$ cat config.mk
export PLATFORM = sky130hd
export DESIGN_NAME = spi_target_phy
export DESIGN_NICKNAME = d
export VERILOG_FILES = /design/src/rtl/spi_target_phy_pkg.sv /design/src/rtl/spi_target_phy_pin_sync.sv /design/src/rtl/spi_target_phy.sv
export SDC_FILE = /design/constraint.sdc
export NUM_CORES = 1
export LEC_CHECK = 0
export CAP_MARGIN = 10
export CORE_ASPECT_RATIO = 0.5
export CORE_MARGIN = 8
export CORE_UTILIZATION = 40
export DETAILED_ROUTE_END_ITERATION = 16
export PLACE_DENSITY_LB_ADDON = 0.12
export SYNTH_ARGS = -nofsm -noshare
export SYNTH_HDL_FRONTEND = slang
export SYNTH_HIERARCHICAL = 1
export SYNTH_SLANG_ARGS = --single-unit
$ cat constraint.sdc
create_clock -name i_clk -period 1.4 [get_ports i_clk]
set_input_delay 0.28 -clock i_clk [delete_from_list [all_inputs] [get_ports i_clk]]
set_output_delay 0.28 -clock i_clk [all_outputs]
set_load 0.05 [all_outputs]
$ cat src/rtl/spi_target_phy_pkg.sv
`default_nettype none
// ============================================================================
// Module   : spi_target_phy_pkg
// Brief    : Shared FSM encodings and pin-synchronizer channel map for the
//            SPI target PHY.
// Revision : 1.0 - initial release
// ============================================================================
package spi_target_phy_pkg;

    typedef logic [1:0] state_t;

    localparam state_t c_ST_IDLE  = 2'd0;
    localparam state_t c_ST_ARM   = 2'd1;
    localparam state_t c_ST_SHIFT = 2'd2;

    // Channel map: edge-detected pins occupy the low indices, data-only above.
    localparam int c_SYNC_CH   = 3;
    localparam int c_EDGE_CH   = 2;
    localparam int c_CH_CS     = 0;
    localparam int c_CH_SCLK   = 1;

endpackage
`default_nettype wire

$ cat src/rtl/spi_target_phy_pin_sync.sv
`default_nettype none
// ============================================================================
// Module   : spi_target_phy_pin_sync
// Brief    : 2-FF synchronizer for asynchronous SPI pins; the low N_EDGE
//            channels also get a third flop and rise/fall pulses.
// Revision : 1.0 - initial release
// ============================================================================
module spi_target_phy_pin_sync
    import spi_target_phy_pkg::*;
#(
    parameter int N_CH   = c_SYNC_CH,
    parameter int N_EDGE = c_EDGE_CH
) (
    input  logic                   i_clk,
    input  logic                   i_rst_n,
    input  logic [N_CH-1:0]        i_pin,
    output logic [N_CH-N_EDGE-1:0] o_data,
    output logic [N_EDGE-1:0]      o_rise,
    output logic [N_EDGE-1:0]      o_fall
);

    logic [N_CH-1:0]   r_meta;
    logic [N_CH-1:0]   r_sync;
    logic [N_EDGE-1:0] r_dly;

    always_ff @(posedge i_clk) begin
        if (!i_rst_n) begin
            r_meta <= '0;
            r_sync <= '0;
            r_dly  <= '0;
        end else begin
            r_meta <= i_pin;
            r_sync <= r_meta;
            r_dly  <= r_sync[N_EDGE-1:0];
        end
    end

    assign o_data = r_sync[N_CH-1:N_EDGE];
    assign o_rise = r_sync[N_EDGE-1:0] & ~r_dly;
    assign o_fall = ~r_sync[N_EDGE-1:0] & r_dly;

endmodule
`default_nettype wire

$ cat src/rtl/spi_target_phy.sv
`default_nettype none
// ============================================================================
// Module   : spi_target_phy
// Brief    : SPI mode-0 target PHY, MSB first, oversampled in i_clk domain,
//            with rdy/rd receive and bsy/wr transmit handshakes.
//            Optional sticky overrun flag o_ovr: define SPI_TARGET_OVERRUN_EN.
// Revision : 1.0 - initial release
// ============================================================================
module spi_target_phy
    import spi_target_phy_pkg::*;
#(
    parameter int               WIDTH = 8,
    parameter logic [WIDTH-1:0] FILL  = WIDTH'(8'hFF)
) (
    input  logic             i_clk,
    input  logic             i_rst_n,
    input  logic             s_cs,
    input  logic             s_clk,
    input  logic             s_copi,
    output logic             s_cipo,
    output logic [WIDTH-1:0] o_rdata,
    output logic             o_rdy,
    input  logic             i_rd,
    output logic             o_bsy,
    input  logic             i_wr,
    input  logic [WIDTH-1:0] i_wdata
`ifdef SPI_TARGET_OVERRUN_EN
    ,
    output logic             o_ovr
`endif
);

    localparam int                 c_CNT_W = (WIDTH > 1) ? $clog2(WIDTH) : 1;
    localparam logic [c_CNT_W-1:0] c_LAST  = c_CNT_W'(WIDTH - 1);

    logic [0:0]         w_data;
    logic [1:0]         w_rise;
    logic [1:0]         w_fall;
    logic               w_cs_rise, w_cs_fall, w_sclk_rise, w_sclk_fall;

    state_t             r_state, w_state_nxt;
    logic               r_armed;
    logic [c_CNT_W-1:0] r_cnt;
    logic [WIDTH-1:0]   r_tx;
    logic [WIDTH-2:0]   r_rx;
    logic [WIDTH-1:0]   r_hold;
    logic               r_bsy;
    logic [WIDTH-1:0]   r_rdata;
    logic               r_rdy;

    logic               w_load, w_shift, w_sample, w_done;
    logic [WIDTH-1:0]   w_tx_src;
    logic [WIDTH-1:0]   w_rx_word;

    spi_target_phy_pin_sync #(
        .N_CH   (c_SYNC_CH),
        .N_EDGE (c_EDGE_CH)
    ) u_pin_sync (
        .i_clk   (i_clk),
        .i_rst_n (i_rst_n),
        .i_pin   ({s_copi, s_clk, s_cs}),
        .o_data  (w_data),
        .o_rise  (w_rise),
        .o_fall  (w_fall)
    );

    assign w_cs_rise   = w_rise[c_CH_CS];
    assign w_cs_fall   = w_fall[c_CH_CS];
    assign w_sclk_rise = w_rise[c_CH_SCLK];
    assign w_sclk_fall = w_fall[c_CH_SCLK];

    always_ff @(posedge i_clk) begin
        if (!i_rst_n) begin
            r_state <= c_ST_IDLE;
        end else begin
            r_state <= w_state_nxt;
        end
    end

    always_comb begin
        w_state_nxt = r_state;
        if (w_cs_rise) begin
            w_state_nxt = c_ST_IDLE;
        end else begin
            case (r_state)
                c_ST_IDLE:  if (w_cs_fall && r_armed) w_state_nxt = c_ST_ARM;
                c_ST_ARM:   w_state_nxt = c_ST_SHIFT;
                c_ST_SHIFT: w_state_nxt = c_ST_SHIFT;
                default:    w_state_nxt = c_ST_IDLE;
            endcase
        end
    end

    // A fall with the bit count at zero follows a completed word: reload tx.
    always_comb begin
        w_load   = 1'b0;
        w_shift  = 1'b0;
        w_sample = 1'b0;
        if (!w_cs_rise) begin
            case (r_state)
                c_ST_ARM: w_load = 1'b1;
                c_ST_SHIFT: begin
                    w_load   = w_sclk_fall && (r_cnt == '0);
                    w_shift  = w_sclk_fall && (r_cnt != '0);
                    w_sample = w_sclk_rise;
                end
                default: ;
            endcase
        end
        w_done = w_sample && (r_cnt == c_LAST);
    end

    assign w_tx_src  = r_bsy ? r_hold : FILL;
    assign w_rx_word = {r_rx, w_data[0]};

    always_ff @(posedge i_clk) begin
        if (!i_rst_n) begin
            r_armed <= 1'b0;
            r_cnt   <= '0;
            r_tx    <= '0;
            r_rx    <= '0;
            r_hold  <= '0;
            r_bsy   <= 1'b0;
            r_rdata <= '0;
            r_rdy   <= 1'b0;
        end else begin
            if (w_cs_rise) begin
                r_armed <= 1'b1;
            end

            if (w_cs_rise) begin
                r_tx <= '0;
            end else if (w_load) begin
                r_tx <= w_tx_src;
            end else if (w_shift) begin
                r_tx <= {r_tx[WIDTH-2:0], 1'b0};
            end

            if (r_state == c_ST_ARM) begin
                r_cnt <= '0;
            end else if (w_sample) begin
                r_cnt <= w_done ? '0 : r_cnt + 1'b1;
                r_rx  <= w_rx_word[WIDTH-2:0];
            end

            if (i_wr && !r_bsy) begin
                r_hold <= i_wdata;
                r_bsy  <= 1'b1;
            end else if (w_load && r_bsy) begin
                r_bsy  <= 1'b0;
            end

            if (w_done) begin
                r_rdata <= w_rx_word;
                r_rdy   <= 1'b1;
            end else if (i_rd) begin
                r_rdy   <= 1'b0;
            end
        end
    end

`ifdef SPI_TARGET_OVERRUN_EN
    logic r_ovr;

    always_ff @(posedge i_clk) begin
        if (!i_rst_n) begin
            r_ovr <= 1'b0;
        end else if (w_done && r_rdy && !i_rd) begin
            r_ovr <= 1'b1;
        end else if (i_rd && r_rdy) begin
            r_ovr <= 1'b0;
        end
    end

    assign o_ovr = r_ovr;
`else
    // Without the flag a late reader simply sees the newest word.
`endif

    assign s_cipo  = r_tx[WIDTH-1];
    assign o_rdata = r_rdata;
    assign o_rdy   = r_rdy;
    assign o_bsy   = r_bsy;

endmodule
`default_nettype wire
==> flow_summary.toml, run 1 <==
[outcome]
status = "complete, but fails checks"
violations = "negative setup slack"

[worst_setup_path]
crit_cells = 6
reg_to_reg_start = "r_state[0]"
worstReg2RegEnd = "r_tx[7]"
worst_setup_start_kind = "register"
worst_setup_path_startpoint = "r_state[0]"
worstPathArrival_ns = 1.69
crit_chain = "inv_4 -> ha_4 -> nand2b_4 -> buf_12 -> a21o_4 -> a311oi_1"
crit_path_max_fanout = 8
critical_path_required_ns = 1.60
critical_path.endpoint_type = "register"
worstSetupEndpoint = "r_tx[7]"
critPathMaxStageDelay_ns = 0.37
reg2regPathDepth = 6
crit_path_top_delay_cell = "sky130_fd_sc_hd__dfxtp_2"
crit_family = "compound AO/OA/AOI/OAI gates"
path_class = "register to register"
worst-r2r-setup-slack_ns = -0.09
critPathBufInv = 2

[sta]
post-route-worst-setup-slack_ns = -0.0866
final.period_utilization_pct = 106
rsz0062_at_grt = "yes"
max_slew.worst_pin.slew_ns = 0.666
finalCriticalPeriod_ns = 1.49
setup_viol_count_final = 8
clock_skew_ns = 0.00392
setup_total_negative_slack_ns = -0.425
slew_headroom_pct = 55.6
final-hold-violation-count = 0
report.final.slew_viol_count = 0
fmaxAchievable_mhz = 673

[synth]
synth.ff_latch_count = 47
synthesis.instances = 220
yosys-top-cells-area = "sky130_fd_sc_hd__dfxtp_1, sky130_fd_sc_hd__nand2_1, sky130_fd_sc_hd__a21oi_1, sky130_fd_sc_hd__ha_1, sky130_fd_sc_hd__o21ai_0"
ys_top_cells_by_count = "sky130_fd_sc_hd__dfxtp_1, sky130_fd_sc_hd__nand2_1, sky130_fd_sc_hd__a21oi_1"
netlist.area_leader.share_pct = 48.0
yosys.area.top_type = "sky130_fd_sc_hd__dfxtp_1"
synth_async_sr_flop_share_pct = 0
synth_flop_type = "sky130_fd_sc_hd__dfxtp_1"
cell_variety_after_synth = 34
edff_count_synth = 0
post-synth-top-count-cell = "sky130_fd_sc_hd__dfxtp_1"
synth-seq-area-share_pct = 48.0
syn_avg_cell_area_um2 = 8.91
post_synth_instance_area_mm2 = 0.00196
synth-warning-count = 6
synthesis.nets = 242

[final_layout]
antennaDiodeCount = 0
layout-area-overhead-vs-synth_pct = 48.2
post_layout_nets = 285
final-instance-count-excl-fill = 334
post-route-util_pct = 60.3
drive_gt1_share_pct = 29.9
finalInstanceArea_mm2 = 0.00291

[grt]
antenna_found_initial = 0
remaining_global_route_overflow = 0
grt_pass1_wl_mm = 8.07
largest_net_degree_at_the_start_of_global_routing = 27
via_count_of_the_first_global_routing_pass = 1736
global_route_usage_over_all_layers_pct = 13.3

[hold_path]
worst_hold_path_startpoint = "u_pin_sync/r_meta[1]"
hp-class = "register to register"
hold_path_depth = 1

[detailed_routing]
detailroute.via_count = 1695
remaining_drc_errors = 0
detailedRoute.firstIterationViolations = 48
first_pass_iteration_count_of_the_detailed_router = 4
wl_per_cell_um = 14.2
aggregate_routed_wire_length_mm = 4.74
detail_route.vias_per_cell = 5.07
detail-route-antenna-nets = 0

[floorplan]
start_util_pct = 40.7
ioPinCount = 26
chipHeight_um = 65.5
chipWidth_um = 115
rows = 18
die_area_mm2 = 0.00753
core-area_mm2 = 0.00482

[placement]
post-place-cells = 323
dpl_cell_area_mm2 = 0.00259
placement.io_buffers = 25
detailedPlacementHpwl_mm = 3.23
gp_congestion = 0.725

[power_and_ir_drop]
seq_power_share_pct = 55.0
power.net_switching_w = 0.000596
clock_power_share_pct = 35.8
power_frac_comb_pct = 9.3
total_power_of_the_final_layout_w = 0.00253
power.internal_w = 0.00193
p_sw_share_pct = 23.6
highest_ir_drop_seen_on_vdd_mv = 0.510
power_leakage_nw = 1.05
power_density_mw_per_mm2 = 869

[flow_run]
max_cap_violations = 0

[clock_network]
root_buffer = "sky130_fd_sc_hd__clkbuf_8"
total_cts_buffers = 5
clock_tree.buffer_depth = 2
cts_tree = "yes"
cts_htree_levels = 2
cts_num_sinks = 47
clkLatencyLatePin_ns = 0.30
clk_transition_reported_paths_ns = 0.09
## per-layer routing
layer / part of all wire (%) / vias to the layer above / track usage [%]
met3: 4.6 / 2 / 4.57
li1: - / 854 / -
met2: 48 / 25 / 22.1
met4: 0.57 / 0 / 4.05
met5: 0 / - / 0
met1: 46 / 814 / 16.1
## cell type report
type                            instances  area, µm²
Inverter                                7       33.8
Tap cell                               70       87.6
Clock buffer                            7       96.3
Fill cell                             443       1910
Clock inverter                          1       7.51
Timing Repair Buffer                   48        606
Sequential cell                        47        948
Multi-Input combinational cell        154       1130
## power groups by stage
stage	Clock [W]	Sequential (W)	Combinational, W
6_report	0.000904	0.00139	0.000234
3_3_place_gp	0	0.00142	0.000196
4_1_cts	0.000935	0.00139	0.000228
2_1_floorplan	0	0.00142	0.0000958
3_5_place_dp	0	0.00142	0.000199
5_1_grt	0.000995	0.00139	0.000253
## worst min path at each step
stage,to,slack [ns]
floorplan,u_pin_sync/r_meta[0],0.40
global placement,u_pin_sync/r_sync[0],0.42
detailed placement,u_pin_sync/r_sync[1],0.42
CTS,u_pin_sync/r_sync[1],0.44
global route,u_pin_sync/r_sync[1],0.46
finish,u_pin_sync/r_sync[1],0.44
## worst register-to-register path, delay by kind of cell (launching register included)
kind,cells,cell delay (ns)
fa+ha+maj,1,0.28
simple gates,1,0.08
compound gates,2,0.46
flops,1,0.37
buf+inv,2,0.21
## cell usage in the layout (no fill, tap or decap), types with 3 or more instances in the layout
cell type	Yosys	layout
sky130_fd_sc_hd__a2111oi_2	0	3
sky130_fd_sc_hd__a2111oi_4	0	5
sky130_fd_sc_hd__a21oi_1	26	24
sky130_fd_sc_hd__a311oi_1	7	7
sky130_fd_sc_hd__and2_1	8	8
sky130_fd_sc_hd__buf_12	0	14
sky130_fd_sc_hd__buf_4	1	15
sky130_fd_sc_hd__buf_6	2	4
sky130_fd_sc_hd__clkbuf_8	0	7
sky130_fd_sc_hd__clkdlybuf4s50_1	0	14
sky130_fd_sc_hd__dfxtp_1	47	41
sky130_fd_sc_hd__dfxtp_2	0	6
sky130_fd_sc_hd__ha_4	0	3
sky130_fd_sc_hd__inv_1	5	3
sky130_fd_sc_hd__mux2i_1	3	3
sky130_fd_sc_hd__nand2_1	42	41
sky130_fd_sc_hd__nand3_1	7	7
sky130_fd_sc_hd__nor2_1	6	6
sky130_fd_sc_hd__o21ai_0	15	13
## state kept, by name (all words and copies together), names as in the netlist
register,flops
o_rdata,8
r_hold,8
r_tx,8
r_rx,7
r_cnt,3
u_pin_sync/r_meta,3
u_pin_sync/r_sync,3
r_state,2
u_pin_sync/r_dly,2
o_bsy,1
o_rdy,1
r_armed,1
## logic make-up after synthesis
group                      share of synthesized area, %
DFF                                                48.0
adders and majority gates                          4.47
AOI/OAI and AO/OA                                  19.1
buffers and inverters                              4.79
muxes                                              1.53
and+or+nand+nor                                    22.1
## per-stage QoR
step                      hold slack (ns)  worst slack, ns
after floorplan                     0.402           0.0110
after global placement              0.418          -0.0664
after detailed placement            0.421           -0.109
after CTS                           0.443          -0.0576
after global routing                0.462           -0.153
final                               0.439          -0.0866
## what timing repair did
action                                  CTS  global route
pin swaps                                 5             0
buffers inserted                          2             0
gates cloned                              1             0
endpoints found under the setup margin   14            28
gates resized for setup                  21            18
hold buffers                              0             0
No activity file was read; power rests on OpenSTA's default activity.
==> run 2: changes to the inputs <==
--- a/config.mk
+++ b/config.mk
@@ -5,12 +5,13 @@
 export SDC_FILE = /design/constraint.sdc
 export NUM_CORES = 1
 export LEC_CHECK = 0
-export CAP_MARGIN = 10
+export CAP_MARGIN = 20
 export CORE_ASPECT_RATIO = 0.5
 export CORE_MARGIN = 8
 export CORE_UTILIZATION = 40
 export DETAILED_ROUTE_END_ITERATION = 16
 export PLACE_DENSITY_LB_ADDON = 0.12
+export SLEW_MARGIN = 30
 export SYNTH_ARGS = -nofsm -noshare
 export SYNTH_HDL_FRONTEND = slang
 export SYNTH_HIERARCHICAL = 1
==> results of run 2 <==
Final layout, timing and power as in run 1 (identical DEF).
==> run 3: changes to the inputs <==
--- a/config.mk
+++ b/config.mk
@@ -8,11 +8,10 @@
 export CAP_MARGIN = 20
 export CORE_ASPECT_RATIO = 0.5
 export CORE_MARGIN = 8
-export CORE_UTILIZATION = 40
+export CORE_UTILIZATION = 49
 export DETAILED_ROUTE_END_ITERATION = 16
 export PLACE_DENSITY_LB_ADDON = 0.12
 export SLEW_MARGIN = 30
 export SYNTH_ARGS = -nofsm -noshare
 export SYNTH_HDL_FRONTEND = slang
-export SYNTH_HIERARCHICAL = 1
 export SYNTH_SLANG_ARGS = --single-unit
==> constraint.sdc (replaced) <==
create_clock -name i_clk -period 1.4 [get_ports i_clk]
set_input_delay 0.28 -clock i_clk [delete_from_list [all_inputs] [get_ports i_clk]]
set_output_delay 0.28 -clock i_clk [all_outputs]
set_load 0.1 [all_outputs]
==> run 3 against run 2 <==
The run still ends with negative setup slack left. Fmax fell by 4.3%. Critical path type unchanged. Global-route usage is 1.5 points higher. Sequential share of layout area increased by 0.18 points. Register-to-register slack lost 0.07 ns. Area after synthesis up 2.7%. Non-clock buffer count up 6. Cell count fell by 7.2%. Critical path depth grew 1.
==> flow_summary.toml, run 3 <==
[final_layout]
final-instance-count-excl-fill = 310
post_layout_nets = 277
antennaDiodeCount = 0
drive_gt1_share_pct = 34.8
layout_common_cells = "sky130_fd_sc_hd__dfxtp_1, sky130_fd_sc_hd__nand2_1, sky130_fd_sc_hd__buf_4"
layout_commonest_cell = "sky130_fd_sc_hd__dfxtp_1"
layout-area-overhead-vs-synth_pct = 43.9

[power_and_ir_drop]
p_sw_share_pct = 23.6
power.internal_w = 0.00188
highest_ir_drop_seen_on_vdd_mv = 0.572
power_frac_comb_pct = 8.6
seq_power_share_pct = 56.7
power.net_switching_w = 0.000580
power_density_mw_per_mm2 = 849
total_power_of_the_final_layout_w = 0.00246
clock_power_share_pct = 34.8
power_leakage_nw = 1.03

[synth]
ys_top_cells_by_count = "sky130_fd_sc_hd__dfxtp_1, sky130_fd_sc_hd__nand2_1, sky130_fd_sc_hd__a21boi_0"
post_synth_instance_area_mm2 = 0.00201
synthesis.instances = 205
cell_variety_after_synth = 29
syn_avg_cell_area_um2 = 9.82
synth-warning-count = 0
edff_count_synth = 0
synth_async_sr_flop_share_pct = 0
synth_flop_type = "sky130_fd_sc_hd__dfxtp_1"
yosys-top-cells-area = "sky130_fd_sc_hd__dfxtp_1, sky130_fd_sc_hd__a21boi_0, sky130_fd_sc_hd__mux2i_1, sky130_fd_sc_hd__nand2_1, sky130_fd_sc_hd__a211oi_2"
synthesis.nets = 227
netlist.area_leader.share_pct = 46.7
yosys.area.top_type = "sky130_fd_sc_hd__dfxtp_1"
synth.ff_latch_count = 47
post-synth-top-count-cell = "sky130_fd_sc_hd__dfxtp_1"
synth-seq-area-share_pct = 46.7

[detailed_routing]
detailedRoute.firstIterationViolations = 32
wl_per_cell_um = 14.5
detail_route.vias_per_cell = 5.15
remaining_drc_errors = 0
detailroute.via_count = 1598
aggregate_routed_wire_length_mm = 4.51
detail-route-antenna-nets = 0
first_pass_iteration_count_of_the_detailed_router = 4

[outcome]
status = "complete, but fails checks"
violations = "negative setup slack"

[floorplan]
die_area_mm2 = 0.00654
ioPinCount = 26
chipHeight_um = 61.3
core-area_mm2 = 0.00392
start_util_pct = 51.3
rows = 16
chipWidth_um = 107

[worst_setup_path]
crit_path_top_delay_cell = "sky130_fd_sc_hd__dfxtp_2"
crit_path_max_fanout = 8
worst-r2r-setup-slack_ns = -0.15
worst_setup_path_startpoint = "r_cnt[0]"
reg_to_reg_start = "r_cnt[0]"
critical_path.endpoint_type = "register"
critical_path_required_ns = 1.58
critPathMaxStageDelay_ns = 0.34
path_class = "register to register"
reg2regPathDepth = 7
crit_chain = "inv_2 -> ha_4 -> and2b_2 -> nor4_4 -> buf_6 -> mux2i_2 -> a211oi_2"
worst_setup_start_kind = "register"
worstReg2RegEnd = "r_tx[5]"
worstPathArrival_ns = 1.73

[placement]
gp_congestion = 0.768
pre_cts_slack_ns = -0.226
post-place-cells = 297
detailedPlacementHpwl_mm = 3.04
placement.io_buffers = 25

[sta]
slew_headroom_pct = 75.3
final-hold-violation-count = 0
setup_viol_count_final = 16
post-route-worst-setup-slack_ns = -0.153
fmaxAchievable_mhz = 644
report.final.slew_viol_count = 0
rsz0062_at_grt = "yes"
final.period_utilization_pct = 111
clock_skew_ns = 0.00944
setup_total_negative_slack_ns = -1.52
max_slew.worst_pin.slew_ns = 0.371
finalCriticalPeriod_ns = 1.55

[clock_network]
clock_tree.buffer_depth = 2
clk_transition_reported_paths_ns = 0.09
total_cts_buffers = 5
cts_tree = "yes"
root_buffer = "sky130_fd_sc_hd__clkbuf_8"
cts_num_sinks = 47
clkLatencyLatePin_ns = 0.30
cts_htree_levels = 2

[grt]
remaining_global_route_overflow = 0
largest_net_degree_at_the_start_of_global_routing = 15
global_route_usage_over_all_layers_pct = 14.8
grt_pass1_wl_mm = 7.58
antenna_found_initial = 0
via_count_of_the_first_global_routing_pass = 1641

[hold_path]
hp-class = "register to register"
worst_hold_path_startpoint = "u_pin_sync.r_meta[0]"
hold_path_depth = 1
min_delay_worst_endpoint = "u_pin_sync.r_sync[0]"

[flow_run]
max_cap_violations = 0
run 3: cell types whose count changed after synthesis, sizes merged, moves of 7 or more:
cell     previous run  this run
nand2              42        31
a311oi              7         0
o21ai              15         1
a21oi              26         5
mux2i               3        14
a21boi              1        19
nor4b               0         8
a2111oi             8         0
run 3: logic make-up (layout without fill, tap and decap cells):
family | Yosys count | after routing | synth area share [%]
simple gates | 83 | 83 | 23.6
flops | 47 | 47 | 46.7
compound gates | 37 | 37 | 15.1
buf+inv | 17 | 68 | 3.29
mux | 14 | 14 | 6.96
fa+ha+maj | 7 | 7 | 4.35
run 3: routing by layer:
metal	GRT usage [%]	part of all wire, %	wire [µm]	vias to the layer above
li1	-	-	-	807
met1	16.6	46	2050	751
met2	25.5	48	2150	29
met3	4.49	4.2	190	11
met4	8.32	2.4	108	0
met5	0	0	0	-
run 3: power groups by stage:
stage                     clock network, W  registers [W]  logic [W]
after global routing              0.000928        0.00140   0.000228
after global placement                   0        0.00142   0.000190
after floorplan                          0        0.00143  0.0000907
after detailed placement                 0        0.00142   0.000195
final                             0.000855        0.00139   0.000211
after CTS                         0.000881        0.00139   0.000210
run 3: repair_timing:
item / 4_1_cts / 5_1_grt
endpoints found under the setup margin: 24 / 27
resized for setup: 26 / 15
pin swaps: 5 / 5
buffers inserted: 3 / 0
cloned: 1 / 1
hold buffers: 0 / 0
run 3: worst max path at each step:
| stage | end | slack (ns) | cells past startpoint |
|---|---|---|---|
| after floorplan | r_tx[7] | -0.23 | 6 |
| after global placement | r_tx[0] | -0.13 | 6 |
| after detailed placement | r_tx[7] | -0.23 | 7 |
| after CTS | r_tx[6] | -0.14 | 7 |
| after global routing | r_tx[6] | -0.23 | 7 |
| final | r_tx[5] | -0.15 | 7 |
run 3: final cells by class:
class,count,area [µm²]
well taps,54,67.6
repair buffers,54,604
clock inverters,1,8.76
flip-flops and latches,47,951
multi-input cells,141,1160
clock buffers,7,86.3
fillers,278,1030
inverters,6,22.5
run 3: worst max-delay path, delay by kind of cell (launching register included):
| family | cells | cell delay [ns] |
|---|---|---|
| simple gates | 2 | 0.37 |
| flops | 1 | 0.34 |
| buf+inv | 2 | 0.24 |
| mux | 1 | 0.24 |
| fa+ha+maj | 1 | 0.14 |
| compound gates | 1 | 0.09 |
run 3: stage by stage:
stage	cell area (µm²)	hold WS, ns	utilization (%)
5_1_grt	2900	0.448	73.9
3_3_place_gp	2620	0.416	66.8
2_1_floorplan	2060	0.407	-
4_1_cts	2870	0.442	73.1
3_5_place_dp	2620	0.421	66.8
6_report	2900	0.440	73.9
